**config.mk**
```make
export PLATFORM = sky130hd
export DESIGN_NAME = div_unit_flat
export DESIGN_NICKNAME = d
export VERILOG_FILES = /design/src/rtl/div_unit_if.sv /design/src/rtl/div_unit.sv /design/src/flat_wrapper.sv
export SDC_FILE = /design/constraint.sdc
export NUM_CORES = 1
export LEC_CHECK = 0
export CAP_MARGIN = 10
export CORE_UTILIZATION = 57
export DETAILED_ROUTE_END_ITERATION = 7
export GPL_ROUTABILITY_DRIVEN = 0
export GPL_TIMING_DRIVEN = 0
export HOLD_SLACK_MARGIN = 0.08
export PLACE_DENSITY = 0.79
export SLEW_MARGIN = 0
export SYNTH_ARGS = -nofsm -noshare
export SYNTH_HDL_FRONTEND = slang
export SYNTH_SLANG_ARGS = --single-unit
```
**constraint.sdc**
```tcl
create_clock -name clk -period 4.3 [get_ports clk]
set_clock_uncertainty 0.05 [all_clocks]
set_input_delay 0.43 -clock clk [delete_from_list [all_inputs] [get_ports clk]]
set_output_delay 0.43 -clock clk [all_outputs]
set_load 0.01 [all_outputs]
```
**src/rtl/div_unit_if.sv**
```systemverilog
// rtl/div_unit_if.sv - EX-stage divider request/result bundle
interface div_unit_if #(
  parameter int DATA_W = 32
);
  logic                  signed_div_i;
  logic [DATA_W-1:0]     opdata1_i;
  logic [DATA_W-1:0]     opdata2_i;
  logic                  start_i;
  logic                  annul_i;
  logic [2*DATA_W-1:0]   result_o;
  logic                  ready_o;
  logic                  busy_o;

  // EX stage side: issues the operation and watches for the result
  modport master (
    output signed_div_i, opdata1_i, opdata2_i, start_i, annul_i,
    input  result_o, ready_o, busy_o
  );

  // Divider side
  modport slave (
    input  signed_div_i, opdata1_i, opdata2_i, start_i, annul_i,
    output result_o, ready_o, busy_o
  );
endinterface

```
**src/rtl/div_unit.sv**
```systemverilog
// rtl/div_unit.sv - iterative restoring 32-bit signed/unsigned divider
module div_unit #(
  parameter int DATA_W = 32,
  parameter int CNT_W  = 6
) (
  input logic       clk,
  input logic       rst,
  div_unit_if.slave bus
);

  typedef enum logic [1:0] {FREE, BYZERO, ON, END} state_t;

  // Number of restoring steps; the counter must be able to reach it.
  localparam logic [CNT_W-1:0] CNT_LAST = CNT_W'(DATA_W);

  state_t              state_q, state_d;
  logic [CNT_W-1:0]    cnt_q, cnt_d;
  logic [DATA_W-1:0]   rem_q, rem_d;        // partial remainder
  logic [DATA_W-1:0]   quo_q, quo_d;        // dividend shifts out, quotient shifts in
  logic [DATA_W-1:0]   divisor_q, divisor_d;
  logic                signed_q, signed_d;
  logic                sign1_q, sign1_d;    // dividend was negative
  logic                sign2_q, sign2_d;    // divisor was negative
  logic [2*DATA_W-1:0] result_q, result_d;
  logic                ready_q, ready_d;

  logic [DATA_W:0]     shifted;
  logic [DATA_W:0]     diff;
  logic [DATA_W-1:0]   op1_abs, op2_abs;
  logic [DATA_W-1:0]   quo_fix, rem_fix;

  // Operand magnitudes, one trial subtraction and final sign fix-up
  always_comb begin
    op1_abs = (bus.signed_div_i && bus.opdata1_i[DATA_W-1]) ? -bus.opdata1_i : bus.opdata1_i;
    op2_abs = (bus.signed_div_i && bus.opdata2_i[DATA_W-1]) ? -bus.opdata2_i : bus.opdata2_i;
    // Remainder stays below the divisor, so bit DATA_W of the difference is its sign.
    shifted = {rem_q, quo_q[DATA_W-1]};
    diff    = shifted - {1'b0, divisor_q};
    quo_fix = (signed_q && (sign1_q ^ sign2_q)) ? -quo_q : quo_q;
    rem_fix = (signed_q && sign1_q) ? -rem_q : rem_q;
  end

  // Next-state and datapath update
  always_comb begin
    state_d   = state_q;
    cnt_d     = cnt_q;
    rem_d     = rem_q;
    quo_d     = quo_q;
    divisor_d = divisor_q;
    signed_d  = signed_q;
    sign1_d   = sign1_q;
    sign2_d   = sign2_q;
    result_d  = result_q;
    ready_d   = ready_q;

    unique case (state_q)
      FREE: begin
        ready_d  = 1'b0;
        result_d = '0;
        if (bus.start_i && !bus.annul_i) begin
          if (bus.opdata2_i == '0) begin
            state_d = BYZERO;
          end else begin
            state_d   = ON;
            cnt_d     = '0;
            rem_d     = '0;
            quo_d     = op1_abs;
            divisor_d = op2_abs;
            signed_d  = bus.signed_div_i;
            sign1_d   = bus.signed_div_i & bus.opdata1_i[DATA_W-1];
            sign2_d   = bus.signed_div_i & bus.opdata2_i[DATA_W-1];
          end
        end
      end

      BYZERO: begin
        if (bus.annul_i) begin
          state_d  = FREE;
          ready_d  = 1'b0;
          result_d = '0;
        end else begin
          state_d  = END;
          ready_d  = 1'b1;
          result_d = '0;
        end
      end

      ON: begin
        if (bus.annul_i) begin
          state_d  = FREE;
          ready_d  = 1'b0;
          result_d = '0;
        end else if (cnt_q != CNT_LAST) begin
          rem_d = diff[DATA_W] ? shifted[DATA_W-1:0] : diff[DATA_W-1:0];
          quo_d = {quo_q[DATA_W-2:0], ~diff[DATA_W]};
          cnt_d = cnt_q + CNT_W'(1);
        end else begin
          state_d  = END;
          ready_d  = 1'b1;
          result_d = {rem_fix, quo_fix};
        end
      end

      END: begin
        // Hold the result until EX drops its request.
        if (!bus.start_i) begin
          state_d  = FREE;
          ready_d  = 1'b0;
          result_d = '0;
        end
      end

      default: begin
        state_d  = FREE;
        ready_d  = 1'b0;
        result_d = '0;
      end
    endcase
  end

  // State and datapath registers
  always_ff @(posedge clk) begin
    if (rst) begin
      state_q   <= FREE;
      cnt_q     <= '0;
      rem_q     <= '0;
      quo_q     <= '0;
      divisor_q <= '0;
      signed_q  <= 1'b0;
      sign1_q   <= 1'b0;
      sign2_q   <= 1'b0;
      result_q  <= '0;
      ready_q   <= 1'b0;
    end else begin
      state_q   <= state_d;
      cnt_q     <= cnt_d;
      rem_q     <= rem_d;
      quo_q     <= quo_d;
      divisor_q <= divisor_d;
      signed_q  <= signed_d;
      sign1_q   <= sign1_d;
      sign2_q   <= sign2_d;
      result_q  <= result_d;
      ready_q   <= ready_d;
    end
  end

  assign bus.result_o = result_q;
  assign bus.ready_o  = ready_q;
  assign bus.busy_o   = (state_q == BYZERO) || (state_q == ON);

endmodule

```
**src/flat_wrapper.sv**
```systemverilog
// flat-port wrapper written by rule: the top's interface ports become plain ports
module div_unit_flat 
#(
  parameter int DATA_W = 32,
  parameter int CNT_W  = 6
)
  (clk, rst, bus_signed_div_i, bus_opdata1_i, bus_opdata2_i, bus_start_i, bus_annul_i, bus_result_o, bus_ready_o, bus_busy_o);
  div_unit_if #(.DATA_W(DATA_W)) bus_i ();
  input logic clk;
  input logic rst;
  input wire logic [$bits(bus_i.signed_div_i)-1:0] bus_signed_div_i;
  input wire logic [$bits(bus_i.opdata1_i)-1:0] bus_opdata1_i;
  input wire logic [$bits(bus_i.opdata2_i)-1:0] bus_opdata2_i;
  input wire logic [$bits(bus_i.start_i)-1:0] bus_start_i;
  input wire logic [$bits(bus_i.annul_i)-1:0] bus_annul_i;
  output wire logic [$bits(bus_i.result_o)-1:0] bus_result_o;
  output wire logic [$bits(bus_i.ready_o)-1:0] bus_ready_o;
  output wire logic [$bits(bus_i.busy_o)-1:0] bus_busy_o;
  assign bus_i.signed_div_i = bus_signed_div_i;
  assign bus_i.opdata1_i = bus_opdata1_i;
  assign bus_i.opdata2_i = bus_opdata2_i;
  assign bus_i.start_i = bus_start_i;
  assign bus_i.annul_i = bus_annul_i;
  assign bus_result_o = bus_i.result_o;
  assign bus_ready_o = bus_i.ready_o;
  assign bus_busy_o = bus_i.busy_o;
  div_unit #(.DATA_W(DATA_W), .CNT_W(CNT_W)) u_core (.clk(clk), .rst(rst), .bus(bus_i));
endmodule
```
[Word level (Yosys, flattened, before mapping)]
Cells that the tools add are included.
Storage, ports and cells
  word-level logic and storage cells: 82
  output and inout bits: 66
  input port bits: 69
  register bits: 172
Cells by class
  add/sub/neg operators: 6
  reduce and logical (&&, ||, !) cells: 15
  bitwise gates (word level): 5
  multiplexer cells: 36
  equal/unequal tests: 10
Operators by type and width (number)
  2-to-1 mux 32 bit: 13
  2-to-1 mux 64 bit: 3
  one-hot mux 64 bit (3 select lines): 1
  negator 32 bit: 4
  one-hot mux 32 bit (2 select lines): 2
  subtractor 33 x 32 -> 33 bit: 1
  logical NOT 32 bit: 1
  2-to-1 mux 6 bit: 4
  2-to-1 mux 2 bit: 6
  one-hot mux 6 bit (2 select lines): 1
  one-hot mux 2 bit (4 select lines): 1
  adder 6 x 1 -> 6 bit (second input constant): 1
  inequality test 2 bit (second input constant): 3
  inequality test 6 bit (second input constant): 1
  AND reduction 3 bit: 2
  logical AND 1 bit: 5
  AND reduction 5 bit: 1
  equality test 2 bit (second input constant): 2
  2-to-1 mux 1 bit: 4
  inequality test 2 x 1 -> 1 bit (second input constant): 2
  one-hot mux 1 bit (4 select lines): 1
  inequality test 3 bit (second input constant): 1
  AND 1 bit: 2
  equality test 2 x 1 -> 1 bit (second input constant): 1
  8 further kinds: 9

[Logic depth before layout (Yosys ltp)]
  depth after elaboration: 6
  mapped depth: 15
  depth with buffers taken out: 13

[Worst setup path before layout]
No wires, ideal clock.
  path type: register to register
  start point: register u_core.quo_q[31]
  end point: register u_core.rem_q[30]
  library setup time: 0.125 ns
  buffers on the path: 2
  data required time: 4.125 ns
  period minus slack after synthesis: 3.091 ns
  path slack: 1.209 ns
  stages on the path, launching flop included: 16
  arrival time: 2.916 ns
  path through: dfxtp_1 > inv_1 > ha_1 > fa_1 > nand2b_1 > a21o_1 > a21oi_1 > o211ai_1 > a21oi_1 > o211ai_2 > a31o_2 > xor2_2 > buf_4 > buf_4 > a32oi_1 > o31ai_1
Between the ends
  word-level cells in the longest chain between the ends: 5
Ends and longest elaborated chain
  start: declaration: line div_unit.sv:19  | logic [DATA_W-1:0] quo_q, quo_d;
  start signal: assignment: line div_unit.sv:138  | quo_q <= quo_d;
  subtractor 33 x 32 -> 33 bit: line div_unit.sv:38  | diff = shifted - {1'b0, divisor_q};
  2-to-1 mux 32 bit: line div_unit.sv:94  | rem_d = diff[DATA_W] ? shifted[DATA_W-1:0] : diff[DATA_W-1:0];
  2-to-1 mux 32 bit: line div_unit.sv:93  | end else if (cnt_q != CNT_LAST) begin
  2-to-1 mux 32 bit: line div_unit.sv:89  | if (bus.annul_i) begin
  one-hot mux 32 bit (2 select lines): line div_unit.sv:56  | unique case (state_q)
  end signal: assignment: line div_unit.sv:137  | rem_q <= rem_d;
  end: declaration: line div_unit.sv:18  | logic [DATA_W-1:0] rem_q, rem_d;
No other way between the ends. The select of a mux whose other input is x is not followed.
A chain may end at the register's enable or synchronous reset.

[Final worst setup path]
  start point: register u_core.rem_q[0]
  end point: register u_core.rem_q[1]
Between the ends
  word-level cells in the longest chain between the ends: 5
Ends and longest elaborated chain (line)
  subtractor 33 x 32 -> 33 bit: div_unit.sv:38
  2-to-1 mux 32 bit (*): div_unit.sv:94
  2-to-1 mux 32 bit (*): div_unit.sv:93
  2-to-1 mux 32 bit (*): div_unit.sv:89
  one-hot mux 32 bit (2 select lines) (*): div_unit.sv:56
Mark *: on every way between the ends. The rest lies on a longest branch, timed or not. The select of a mux whose other input is x is not followed.

==> impl_results.md <==
- Yosys reg bits: 172
- Slew Viols, Final: 0
- Critical path startpoint: u_core.rem_q[0]
- First-pass detailed-route iteration total: 8
- Cell Rows: 50
- Ys async rst share: 0
- Synth area leader: dfxtp_1
- CTS buffer count: 17
- Reg2Reg Setup Slack: 620 ps
- Final ANT Viol Nets: 0
- Crit share post-route: 0.856
- Avg WL per Cell: 16.6 um
- PortBufs: 134
- Hold WC Path Type: flop to flop
- Slowest cell on crit path: fa_1
- Fin crit period: 3680 ps
- DRC viols: 0
- Post-CTS Setup Repair Bufs: 0
- Vias: 10,600
- Crit end category: flop
- VDD IR max: 0.000375 V
- Largest net degree at the start of global routing: 17
- Max clock buf depth: 2
- Critical Path AT: 3950 ps
- Sink Count: 172
- Max Clk Rate: 0.272 GHz
- Initial antenna violation count: 0
- Synth top cells by count: 186 x nor2_1, 172 x dfxtp_1, 146 x nand2_1
- Crit path cell chain: inv_1 -> fa_1 -> nand2b_1 -> a21o_1 -> a21oi_1 -> o211ai_1 -> a21oi_1 -> o211ai_2 -> a31o_2 -> xor2_2 -> buf_4 -> buf_4 -> nand3_1 -> o311ai_0
- Most frequent cell after synthesis: nor2_1
- Power Density: 455 mW/mm2
- GR Util All Layers: 0.309
- Worst r2r src: u_core.rem_q[0]
- Clock latency on the worst-skew pair: 440 ps
- Yosys cell types: 67
- CTS tree: yes
- Synth Area in Simple Gates: 0.198
- End of the critical path: u_core.rem_q[1]
- Worst-path clk slew: 60 ps
- Vias in the first global route: 9,769
- Compound-gate portion of the synthesized area: 0.230
- RSZ-0062 raised after global routing: no
- Buf/Inv on CP: 3
- Slew HR: 0.403
- # IOs: 135
- # setup viols final: 0
- Post-Syn Area: 0.0109 mm2
- Post-synth EDFFs: 0
- Crit Path Class: flop to flop
- Worst Path Required: 4570 ps
- LEAKAGE: 5.19 nW
- CP max FO: 10
- Main combinational cell family by area after synthesis: compound AO/OA/AOI/OAI gates
- Final hold viol count: 0
- Hold Buf Count CTS: 0
- Adder-cell share of the synthesized area: 0.0488
- Worst setup SP type: flop
- Synth Area in XOR/XNOR: 0.123
- Area contributors post-synth: dfxtp_1 32%, nor2_1 6.4%, xor2_1 6.2%, xnor2_1 5.9%, a21oi_1 5.4%
- 1st-iter DRT viols: 865
- Initial Util: 0.582
- Clock Tree Root: clkbuf_16
- ANT cells: 0
- Top FF cell, synth: dfxtp_1
- Hold depth: 1
- Area growth syn-to-layout: 20.9%
- First-pass GRT wire length: 48,700 um
- Run status: finished, final reports clean
- Vias/cell: 5.87
- Pin slew with the least headroom to its limit: 895 ps
- Drt total wl: 30,100 um
- Number of H-tree levels: 4
- Reg2reg end: u_core.rem_q[1]
- Die area: 0.0197 mm2
- Worst path depth: 14
- Grt ovf: 0
- Family with the most delay on the worst path: compound AO/OA/AOI/OAI gates
- Yosys warning total: 0
- Final nets: 1,677
- Layout cells sized above 1: 0.0457
- Reg2Reg Depth: 14
- Mapped Cells: 1,413
- CTS resizes: 0
- Post-synthesis net count: 1,524
- Share of the synthesized area in the top cell type: 0.315
- Die Y: 140 um
- CORE AREA: 0.0188 mm2
- Syn_area_per_cell: 7.73 um2
- Crit path largest cell delay: 480 ps
- Seq/Total Area, Yosys: 0.315
- WHS: 429 ps
- Die W: 140 um
- Number of max-cap violations: 0
- Mux cell area share after synthesis: 0.0284
- TNS Setup: 0 ps
- Hpwl dp: 23,200 um
[power breakdown]
group	total, mW	internal [mW]	switching [mW]
sequential	1.94	1.75	0.188
combinational	2.36	0.919	1.44
clock	1.70	1.05	0.646
total	6.00	3.73	2.27
[placed cells by master, fill, tap and decap left out, types with 4 or more instances in the layout]
cell type,n
clkbuf_1,58
nand4_1,6
buf_2,13
a22o_1,11
ha_1,41
buf_1,8
o31ai_1,18
a21oi_1,117
nand2b_1,12
mux2i_1,31
nand3_1,23
nor4_1,20
nor2b_1,7
bufinv_16,5
o41ai_1,13
a32oi_1,4
dfxtp_1,172
and3_1,5
nor2_1,186
nand2_1,146
nor3_1,27
clkbuf_16,17
xnor2_1,74
xor2_1,77
o21ai_0,81
a211oi_1,37
and2_1,13
nor3b_1,6
buf_6,5
inv_1,57
a21o_1,21
or3_1,13
o21a_1,6
a22oi_1,49
a31oi_1,6
clkdlybuf4s50_1,134
[registers in the layout, summed over array words and instances, names as in the netlist]
register,cells
u_core.bus.result_o,64
u_core.divisor_q,32
u_core.quo_q,32
u_core.rem_q,32
u_core.cnt_q,6
u_core.state_q,2
u_core.bus.ready_o,1
u_core.sign1_q,1
u_core.sign2_q,1
u_core.signed_q,1
[metrics by stage]
step	cell area (um2)	cells	setup slack, ps	util	power (mW)
6_report	13200	1811	621	0.703	6.00
5_1_grt	13200	1811	393	0.703	6.31
4_1_cts	13200	1811	667	0.703	5.96
3_5_place_dp	12500	1781	703	0.669	4.27
3_3_place_gp	12500	1781	766	0.669	4.21
2_1_floorplan	10900	1413	1210	-	3.64
[area by class of cell]
cell class	count	area [um2]
Clock buffer	19	453
Inverter	57	214
Fill cell	1559	5570
Timing Repair Buffer	134	1340
Sequential cell	172	3440
Multi-Input combinational cell	1096	6860
Tap cell	234	293
Buffer	88	397
Clock inverter	11	193
[how the worst min path moves through the flow]
| stage | slack [ps] | startpoint | end |
|---|---|---|---|
| 2_1_floorplan | 400 | u_core.divisor_q[31] | u_core.divisor_q[31] |
| 3_5_place_dp | 420 | u_core.bus.result_o[25] | u_core.bus.result_o[25] |
| 3_3_place_gp | 410 | u_core.divisor_q[31] | u_core.divisor_q[31] |
| 5_1_grt | 440 | u_core.bus.result_o[25] | u_core.bus.result_o[25] |
| 4_1_cts | 430 | u_core.bus.result_o[25] | u_core.bus.result_o[25] |
| 6_report | 430 | u_core.bus.result_o[25] | u_core.bus.result_o[25] |
[worst register-to-register path, cell delays in order (launching register included)]
cell	delay, ps
dfxtp_1	450
inv_1	150
fa_1	480
nand2b_1	190
a21o_1	190
a21oi_1	230
o211ai_1	180
a21oi_1	280
o211ai_2	130
a31o_2	310
xor2_2	230
buf_4	280
buf_4	220
nand3_1	100
o311ai_0	100
[cells by family (layout without fill, tap and decap cells)]
group,Yosys count,in the layout
flip-flops,172,172
adder cells (fa/ha/maj),42,42
XOR/XNOR,152,152
buffers and inverters,145,309
multiplexers,31,31
AND/OR/NAND/NOR,481,481
AO/OA/AOI/OAI,390,390
[routing by layer]
layer | track usage | wire length (um) | vias to the layer above
met3 | 0.0485 | 2320 | 41
met4 | 0.0931 | 444 | 0
met5 | 0 | 0 | -
li1 | - | - | 5260
met2 | 0.467 | 12900 | 397
met1 | 0.449 | 14400 | 4934
No activity file was read; power rests on OpenSTA's default activity.
